### src/rtl/unified_mem_scheduler.sv
// Shared I/D memory port arbiter: one req/ack transaction at a time, read data routed to its owner.
// Latency: gnt at T, mem_req from T+1, rvalid at ack+1; a request arriving while busy waits (no gnt).
module unified_mem_scheduler #(
   parameter int ADDR_W   = 32,
   parameter int DATA_W   = 32,
   parameter int MAX_WAIT = 15,
   parameter int FAIR     = 1
) (
   input  logic                  clk,
   input  logic                  rst,
   input  logic                  if_req,
   input  logic [ADDR_W-1:0]     if_addr,
   output logic                  if_gnt,
   output logic                  if_rvalid,
   output logic [DATA_W-1:0]     if_rdata,
   input  logic                  dm_req,
   input  logic                  dm_we,
   input  logic [ADDR_W-1:0]     dm_addr,
   input  logic [DATA_W-1:0]     dm_wdata,
   input  logic [DATA_W/8-1:0]   dm_be,
   output logic                  dm_gnt,
   output logic                  dm_rvalid,
   output logic [DATA_W-1:0]     dm_rdata,
   output logic                  mem_req,
   output logic                  mem_we,
   output logic [ADDR_W-1:0]     mem_addr,
   output logic [DATA_W-1:0]     mem_wdata,
   output logic [DATA_W/8-1:0]   mem_be,
   input  logic                  mem_ack,
   input  logic [DATA_W-1:0]     mem_rdata,
   output logic                  stall_pc,
   output logic                  err_timeout
);
   localparam int CNT_W = $clog2(MAX_WAIT + 1);

   typedef enum logic [1:0] {IDLE, IF_BUSY, DM_BUSY} state_t;

   state_t           state;
   logic             last_dm;
   logic [CNT_W-1:0] wait_cnt;
   logic             pick_dm;
   logic             pick_if;
   logic             timeout;

   // Grants are combinational so the requester sees acceptance in the cycle it asks.
   always_comb begin
      pick_dm = 1'b0;
      pick_if = 1'b0;
      if (!rst && state == IDLE) begin
         if (dm_req && if_req) begin
            pick_dm = (FAIR != 0) ? !last_dm : 1'b1;
            pick_if = !pick_dm;
         end else begin
            pick_dm = dm_req;
            pick_if = if_req;
         end
      end
   end

   assign if_gnt   = pick_if;
   assign dm_gnt   = pick_dm;
   assign stall_pc = !rst && (dm_req || state == DM_BUSY || dm_rvalid);
   // A late ack on the final allowed cycle still completes normally.
   assign timeout  = (state != IDLE) && !mem_ack && (wait_cnt == CNT_W'(MAX_WAIT - 1));

   always_ff @(posedge clk or posedge rst) begin
      if (rst) begin
         state       <= IDLE;
         last_dm     <= 1'b0;
         wait_cnt    <= '0;
         mem_req     <= 1'b0;
         mem_we      <= 1'b0;
         mem_addr    <= '0;
         mem_wdata   <= '0;
         mem_be      <= '0;
         if_rvalid   <= 1'b0;
         if_rdata    <= '0;
         dm_rvalid   <= 1'b0;
         dm_rdata    <= '0;
         err_timeout <= 1'b0;
      end else begin
         if_rvalid   <= 1'b0;
         dm_rvalid   <= 1'b0;
         err_timeout <= 1'b0;
         case (state)
            IDLE: begin
               wait_cnt <= '0;
               if (pick_dm) begin
                  state     <= DM_BUSY;
                  last_dm   <= 1'b1;
                  mem_req   <= 1'b1;
                  mem_we    <= dm_we;
                  mem_addr  <= dm_addr;
                  mem_wdata <= dm_wdata;
                  mem_be    <= dm_be;
               end else if (pick_if) begin
                  state     <= IF_BUSY;
                  last_dm   <= 1'b0;
                  mem_req   <= 1'b1;
                  mem_we    <= 1'b0;
                  mem_addr  <= if_addr;
                  mem_wdata <= '0;
                  mem_be    <= '0;
               end
            end
            IF_BUSY, DM_BUSY: begin
               if (mem_ack || timeout) begin
                  state       <= IDLE;
                  mem_req     <= 1'b0;
                  wait_cnt    <= '0;
                  err_timeout <= !mem_ack;
                  if (state == DM_BUSY) begin
                     dm_rvalid <= 1'b1;
                     dm_rdata  <= (mem_ack && !mem_we) ? mem_rdata : '0;
                  end else begin
                     if_rvalid <= 1'b1;
                     if_rdata  <= mem_ack ? mem_rdata : '0;
                  end
               end else begin
                  wait_cnt <= wait_cnt + 1'b1;
               end
            end
            default: state <= IDLE;
         endcase
      end
   end
endmodule

### config.mk
export PLATFORM = sky130hd
export DESIGN_NAME = unified_mem_scheduler
export DESIGN_NICKNAME = d
export VERILOG_FILES = /design/src/rtl/unified_mem_scheduler.sv
export SDC_FILE = /design/constraint.sdc
export NUM_CORES = 1
export LEC_CHECK = 0
export ABC_CLOCK_PERIOD_IN_PS = 7100
export CAP_MARGIN = 20
export CORE_ASPECT_RATIO = 1.2
export CORE_MARGIN = 2
export CORE_UTILIZATION = 44
export DETAILED_ROUTE_END_ITERATION = 8
export PLACE_DENSITY = 0.87
export RECOVER_POWER = 25
export SYNTH_ARGS = -nofsm -noshare
export SYNTH_HDL_FRONTEND = slang
export SYNTH_SLANG_ARGS = --single-unit
export TNS_END_PERCENT = 20
### constraint.sdc
create_clock -name clk -period 7.1 [get_ports clk]
set_input_delay 1.42 -clock clk [delete_from_list [all_inputs] [get_ports clk]]
set_output_delay 1.42 -clock clk [all_outputs]
set_load 0.01 [all_outputs]
==> results_dict.tcl <==
set metrics [dict create \
    status "complete, but fails checks" \
    violations "capacitance limit, slew limit" \
    hpwl_um 12350 \
    die_h_um 128.6 \
    layout_commonest_cell "clkdlybuf4s50_1" \
    cp_max_fo 21 \
    syn_avg_cell_area_um2 11.95 \
    grt_setup_unrepaired "false" \
    routed_wirelength_um 17850 \
    cellLeakagePower_nw 3.972 \
    synthMuxAreaShare 0 \
    dr.pass1.iters 4 \
    mostFrequentLayoutCells "clkdlybuf4s50_1 (275), dfrtp_1 (144), a21oi_1 (68), a32o_1 (64), nand2_1 (39)" \
    vias 5032 \
    final_max_slew_viol_count 167 \
    synth-seq-cells 144 \
    holdCritStartpoint "dm_rdata[31]" \
    whs_endpoint "dm_rdata[31]" \
    arrival_ns 3.86 \
    ys_types 29 \
    synth_compound_area_frac 0.2432 \
    reg2reg_depth 6 \
    area_delta_synth_final_pct 61.26 \
    rrSetupSlack_ns 4.38 \
    post_cts_resized 0 \
    postCtsSetupBuffers 0 \
    grt_pass1_vias 5271 \
    ioPinCount 278 \
    slew_headroom -0.8918 \
    startpoint "rst" \
    worstSetupEndpointType "output pin" \
    fin_setup_tns_ns 0 \
    syn_nets 619 \
    path_clk_slew_ns 0.06 \
    coreArea_mm2 0.01267 \
    finalCriticalPeriod_ns 5.282 \
    cts_buffers 17 \
    maxCapViolCount 3 \
    cts.path.max_buffers 2 \
    clock_latency_ns 0.41 \
    drtIter0Drc 401 \
    grt_max_degree 81 \
    postSynthCellCount 476 \
    cts_tree "built" \
    setup.worst_path.class "in -> out" \
    root_buffer "clkbuf_16" \
    ant_nets 0 \
    crit_path_start_kind "input pin" \
    synthSimpleGateAreaFrac 0.07058 \
    final_nets 883 \
    fin_ws_ns 1.818 \
    diodes 0 \
    synth_fa_ha_area_frac 0.01099 \
    drc 0 \
    clock-sinks 144 \
    die-area_mm2 0.01386 \
    portBuffers 277 \
    via_per_inst 5.493 \
    rows 45 \
    final_layout_size_suffix_gt1_frac 0.06117 \
    die_x_um 107.8 \
    power.density_mw_per_mm2 452.7 \
    period_share 0.7440 \
    min_path_type "reg -> reg" \
    finalHoldViolations 0 \
    wl_per_cell_um 19.49 \
    antenna_found_initial 0 \
    yosysSeqAreaShare 0.6332 \
    worstMarginPinSlew_ns 2.838 \
    hold_path_depth 1 \
    synth_top_family_by_area "compound AO/OA/AOI/OAI gates" \
    worstReg2RegEnd "dm_rdata[26]" \
    syn-cell-area_mm2 0.005690 \
    clock_skew_ns 0.01183 \
    grt_usage 0.2558 \
    total_power_mw 4.154 \
    post-place-ws_ns 1.866 \
    yosys_warnings 0 \
    fmax_mhz 189.3 \
    critPathRequiredTime_ns 5.68 \
    gp_congestion 0.8469 \
    htree_levels 4 \
    cts_hold_buf 0 \
    synthXorXnorAreaFrac 0 \
    finalSetupViolCount 0 \
    grt_pass1_wl_um 27430 \
    rr_startpoint "state[0]" \
    peakVddDrop_mv 0.2455 \
    start_util 0.4492 \
    grt-ovfl-total 0 \
]
## synth_stat cells
library cell,n,share of area
nand4b_1,1,0.0015
a22o_1,38,0.058
and2b_1,1,0.0013
nand2b_1,4,0.0044
o21bai_1,2,0.0026
clkbuf_1,27,0.018
o21ai_0,3,0.0026
nor2_1,37,0.024
nor2b_1,1,0.0011
a21oi_1,68,0.060
nor3_1,3,0.0026
a21o_1,3,0.0040
ha_1,5,0.011
buf_2,11,0.0097
nand2_1,39,0.026
a32o_1,64,0.11
nand3b_1,1,0.0013
inv_1,8,0.0053
dfrtp_1,144,0.63
or3_1,1,0.0011
nand3_1,3,0.0026
o21ai_1,2,0.0018
and4b_1,1,0.0018
buf_4,2,0.0026
or2_1,1,0.0011
buf_6,3,0.0059
o31ai_1,1,0.0013
nor4b_1,1,0.0015
inv_2,1,0.00066
## cells by family after synthesis
group | count (synthesis)
adder cells (fa/ha/maj) | 5
buffers and inverters | 52
AND/OR/NAND/NOR | 94
flip-flops | 144
AO/OA/AOI/OAI | 181
## critical path, stage by stage
cell and delay, ns:
dlygate4sd3_1 0.60, and2b_1 0.30, nand3_1 0.54, inv_1 0.17, buf_4 0.25, clkdlybuf4s50_1 0.57
## report_power, final
part | switching, mW | total [mW] | internal [mW] | leakage (nW)
logic | 0.779 | 1.81 | 1.03 | 1.89
registers | 0.226 | 1.44 | 1.21 | 1.80
clock network | 0.354 | 0.911 | 0.557 | 0.279
total | 1.36 | 4.15 | 2.80 | 3.97
## worst max-delay path by stage
stage | endpoint | slack [ns] | cells past startpoint
after floorplan | dm_rdata[0] | 1.81 | 1
after global placement | if_gnt | 1.91 | 6
after detailed placement | if_gnt | 1.87 | 6
after CTS | if_gnt | 1.86 | 6
after global routing | if_gnt | 1.62 | 6
final | if_gnt | 1.82 | 6
## state kept, by name, summed over array words and instances (netlist names), 2 cells and up
signal     flops
if_rdata      32
mem_wdata     32
mem_addr      32
dm_rdata      32
state          2
mem_be         4
wait_cnt       4
## per-layer routing
layer | part of all wire | track usage
met1 | 0.38 | 0.2846
met2 | 0.51 | 0.4473
met3 | 0.10 | 0.09524
met4 | 0.017 | 0.09427
met5 | 0 | 0
## stage by stage
stage	cell area, um2	cells	hold WS [ns]	utilization
after floorplan	5690	476	0.4604	-
after global placement	8558	884	0.4725	0.6756
after detailed placement	8558	884	0.4798	0.6756
after CTS	9164	915	0.4937	0.7234
after global routing	9176	916	0.4985	0.7243
final	9176	916	0.4888	0.7243
## final cells by class
class | instances | area, um2
flip-flops and latches | 144 | 3603
fillers | 861 | 3492
repair buffers | 288 | 2859
multi-input cells | 280 | 1868
clock buffers | 17 | 425.4
well taps | 164 | 205.2
clock inverters | 14 | 180.2
inverters | 9 | 35.03
(Power assumes the default switching activity.)
==> edit 1: new RTL, same flow settings <==
Reset style: synchronous (`rst`), changed in one clocked block.
--- a/src/rtl/unified_mem_scheduler.sv
+++ b/src/rtl/unified_mem_scheduler.sv
@@ -64,5 +64,5 @@
    assign timeout  = (state != IDLE) && !mem_ack && (wait_cnt == CNT_W'(MAX_WAIT - 1));
 
-   always_ff @(posedge clk or posedge rst) begin
+   always_ff @(posedge clk) begin
       if (rst) begin
          state       <= IDLE;
Behaviour: differs if rst is asserted again (counterexample within 4 cycles, from zero or initial values and one cycle with rst high); with rst held inactive, the same outputs for 4 cycles.
==> edit 1 against the original RTL <==
The run still ends with capacitance limit, slew limit left. Cell area down 8.4%. Worst setup slack better by 0.65 ns. Register-to-register slack worse by 0.12 ns. Sequential cell count unchanged. Synthesized area down 13%. Routed wire length down 8.9%. Maximum frequency up 14%.
Power is not compared: it rests on default switching activity, and its combinational part moved more than twofold at a synthesized area within 25%.
==> edit 1: results (changes against the original RTL) <==
sta:
  tightest_slew_ns: 2.492  # -0.3461 ns
  finClkSkew_ns: 0.009068  # -0.002758 ns
  setup_ws_ns: 2.467  # +0.6495 ns
  hold_slack_ns: 0.4717  # -0.01711 ns
  finalMaxSlewViolations: 56  # -66%
layout:
  final_nets: 881  # -0.23%
  drive_above_1_share_pct: 5.607  # -0.51 points
  fill_cells: 717  # -17%
  seqCellArea_sq_um: 2883  # -20%
synth:
  synthArstFlopShare_pct: 0  # -100 points
  synth_cell_type_count: 34  # +17%
  synth_common_cells: "144 x dfxtp_1, 106 x nor2_1, 70 x a22oi_1"
  syn_area_per_cell_sq_um: 10.35  # -13%
  synth-compound-area-share_pct: 24.94  # +0.62 points
  yosys-top-cells-area: "dfxtp_1 58%, a22oi_1 11%, nor2_1 8.0%, a222oi_1 6.5%, a22o_1 5.7%"
  yosysSeqAreaShare_pct: 58.17  # -5.2 points
critical_path:
  critPathMaxFanout: 62  # +200%
  reg2reg_to: "if_rdata[20]"
  rr_worst_depth: 7  # +1
  slowest_stage: "clkdlybuf4s50_1"
  reg2reg_slack_ns: 4.26  # -0.12 ns
  slowest_delay_ns: 0.55  # -0.05 ns
grt:
  grt_usage_pct: 25.95  # +0.37 points
  grt_pass1_wl_um: 24720  # -9.9%
  grt_pass1_vias: 4990  # -5.3%
  use_met3_pct: 8.786  # -0.74 points
  grtUsageMet2_pct: 43.92  # -0.81 points
  grt_max_degree: 70  # -14%
  met1_usage_pct: 28.87  # +0.41 points
placed_design:
  hpwl_um: 11190  # -9.4%
  placed_area_sq_um: 7739  # -9.6%
  place_congestion: 0.8319  # -1.8%
  dp.cells: 849  # -4.0%
status:
  violations: "capacitance limit, slew limit"
  status: "finished with violations"
route:
  vias_per_cell: 5.673  # +3.3%
  dr.pass1.iters: 5  # +1
run:
  drv_cap: 1  # -2
hold_path:
  min-delay-start: "dm_rdata[12]"
edit 1: changes by cell type after synthesis, sizes merged, moves of 32 or more:
cell	before	now
nand2	39	4
a32o	64	0
nor2	37	107
dfxtp	0	144
dfrtp	144	0
a22oi	0	70
a222oi	0	32
a21oi	68	8
edit 1: worst min-delay path by stage:
stage	endpoint
after floorplan	last_dm
after global placement	dm_rdata[19]
after detailed placement	dm_rdata[20]
after CTS	dm_rdata[20]
after global routing	dm_rdata[16]
final	dm_rdata[12]
edit 1: final cells by class:
type / count / share of cell area (%)
clock buffer: 20 / 5.432
clock inverter: 10 / 2.188
inverter: 5 / 0.2232
multi-input combinational: 286 / 22.18
sequential: 144 / 34.29
tap: 132 / 1.965
timing repair buffer: 284 / 33.73
edit 1: metal layers:
layer | part of all wire (%) | vias up
met5 | 0 | -
met4 | 3.0 | 0
met3 | 9.6 | 35
met2 | 50 | 280
met1 | 38 | 2367
li1 | - | 2316
==> edit 2: new RTL, same flow settings <==
Without the edit above. Set the parameter `ADDR_W` to 64 (it was 32).
--- a/src/rtl/unified_mem_scheduler.sv
+++ b/src/rtl/unified_mem_scheduler.sv
@@ -2,5 +2,5 @@
 // Latency: gnt at T, mem_req from T+1, rvalid at ack+1; a request arriving while busy waits (no gnt).
 module unified_mem_scheduler #(
-   parameter int ADDR_W   = 32,
+   parameter int ADDR_W   = 64,
    parameter int DATA_W   = 32,
    parameter int MAX_WAIT = 15,
Ports: changed (resized dm_addr, if_addr and mem_addr); port bits go from 278 to 374. No check against the original RTL was run, so the function may have changed too.
==> edit 2 against the original RTL <==
The run still ends with capacitance limit, slew limit left. Sequential cell count up 32. Via count up 24%. Cell area up 26%. Critical endpoint is now if_rdata[14]. Worst setup slack better by 0.046 ns. Clock skew decreased by 0.0022 ns. Synthesized area increased by 24%. Worst hold slack improved by 0.0027 ns. Largest cell class unchanged. Maximum frequency grew 0.88%. Highest routed layer unchanged. Power up 14%. Sequential power increased by 17%. Routed wire length up 32%.
==> edit 2: results (changes against the original RTL) <==
status:
  status: "finished with violations"
  violations: "capacitance limit, slew limit"
critical_path:
  crit_start: "mem_ack"
  rr_worst_depth: 7  # +1
  critPathMaxFanout: 40  # +90%
  slowest_stage: "clkbuf_1"
  r2r_start: "state[1]"
placed_design:
  pre_cts_slack_ns: 2.299  # +0.4333 ns
  place_congestion: 0.8372  # -1.1%
  dp.cells: 1058  # +20%
  port_buffers: 373  # +35%
synth:
  synth-compound-area-share_pct: 24.21  # -0.11 points
  synthAdderAreaFrac_pct: 0.8842  # -0.22 points
  yosys-top-cells-area: "dfrtp_1 62%, a221o_1 9.2%, a32o_1 8.8%, and3_1 5.7%, a22o_1 4.6%"
  synth_common_cells: "176 x dfrtp_1, 65 x a221o_1, 65 x and3_1"
  synth_top_area_share_pct: 62.25  # -1.1 points
  synth.net_count: 730  # +18%
hold_path:
  whs_endpoint: "if_rdata[9]"
  min-delay-start: "if_rdata[9]"
layout:
  fill_cells: 1080  # +25%
  drive_above_1_share_pct: 5.656  # -0.46 points
  utilization_pct: 73.36  # +0.93 points
sta:
  maxSlewHeadroom_pct: -77.38  # +12 points
  hold_slack_ns: 0.4915  # +0.002671 ns
  finalMaxSlewViolations: 116  # -31%
grt:
  antenna_found_initial: 1  # +1
  grt_pass1_vias: 6271  # +19%
  grt_pass1_wl_um: 35650  # +30%
run:
  drv_cap: 3  # unchanged
route:
  dr.pass1.iters: 5  # +1
  drt_iter0_drc: 527  # +31%
  vias: 6219  # +24%
  drt_wl_total_um: 23600  # +32%
clock_network:
  insertion_delay_ns: 0.43  # +0.02 ns
power_and_ir_drop:
  max-vdd-ir-drop_mv: 0.2020  # -18%
==> edit 2: power breakdown <==
group,switching [mW],internal (mW),total (mW)
sequential,0.254,1.44,1.69
combinational,0.895,1.22,2.12
clock,0.425,0.513,0.938
total,1.57,3.17,4.75
==> edit 2: how the worst max path moves through the flow <==
stage | endpoint | slack [ns] | cells after the start
floorplan | dm_rdata[0] | 0.89 | 1
global placement | dm_gnt | 2.31 | 4
detailed placement | dm_gnt | 2.30 | 4
CTS | dm_gnt | 2.28 | 4
global route | if_rdata[11] | 1.55 | 5
finish | if_rdata[14] | 1.86 | 5
==> edit 2: area by class of cell <==
class | instances | area (sq um) | share of cell area [%]
clock inverter | 14 | 157.7 | 1.369
clock buffer | 18 | 439.2 | 3.812
sequential | 176 | 4404 | 38.23
tap | 208 | 260.3 | 2.259
inverter | 9 | 35.03 | 0.3041
timing repair buffer | 385 | 3834 | 33.28
antenna | 1 | 2.502 | 0.02172
multi-input combinational | 282 | 2387 | 20.72
==> edit 2: per-layer routing <==
metal  vias up  wire length, um  global-route usage, %
met2       298            11970                  47.13
met5         -                0                      0
met1      3066             8670                  30.78
li1       2808                -                      -
met3        47             2094                  10.46
met4         0              865                  11.70
==> edit 2: cells by family (layout without fill, tap and decap cells) <==
group	count (synthesis)	count (layout)
buffers and inverters	65	426
adder cells (fa/ha/maj)	5	5
AND/OR/NAND/NOR	98	98
other	0	1
AO/OA/AOI/OAI	179	179
flip-flops	176	176
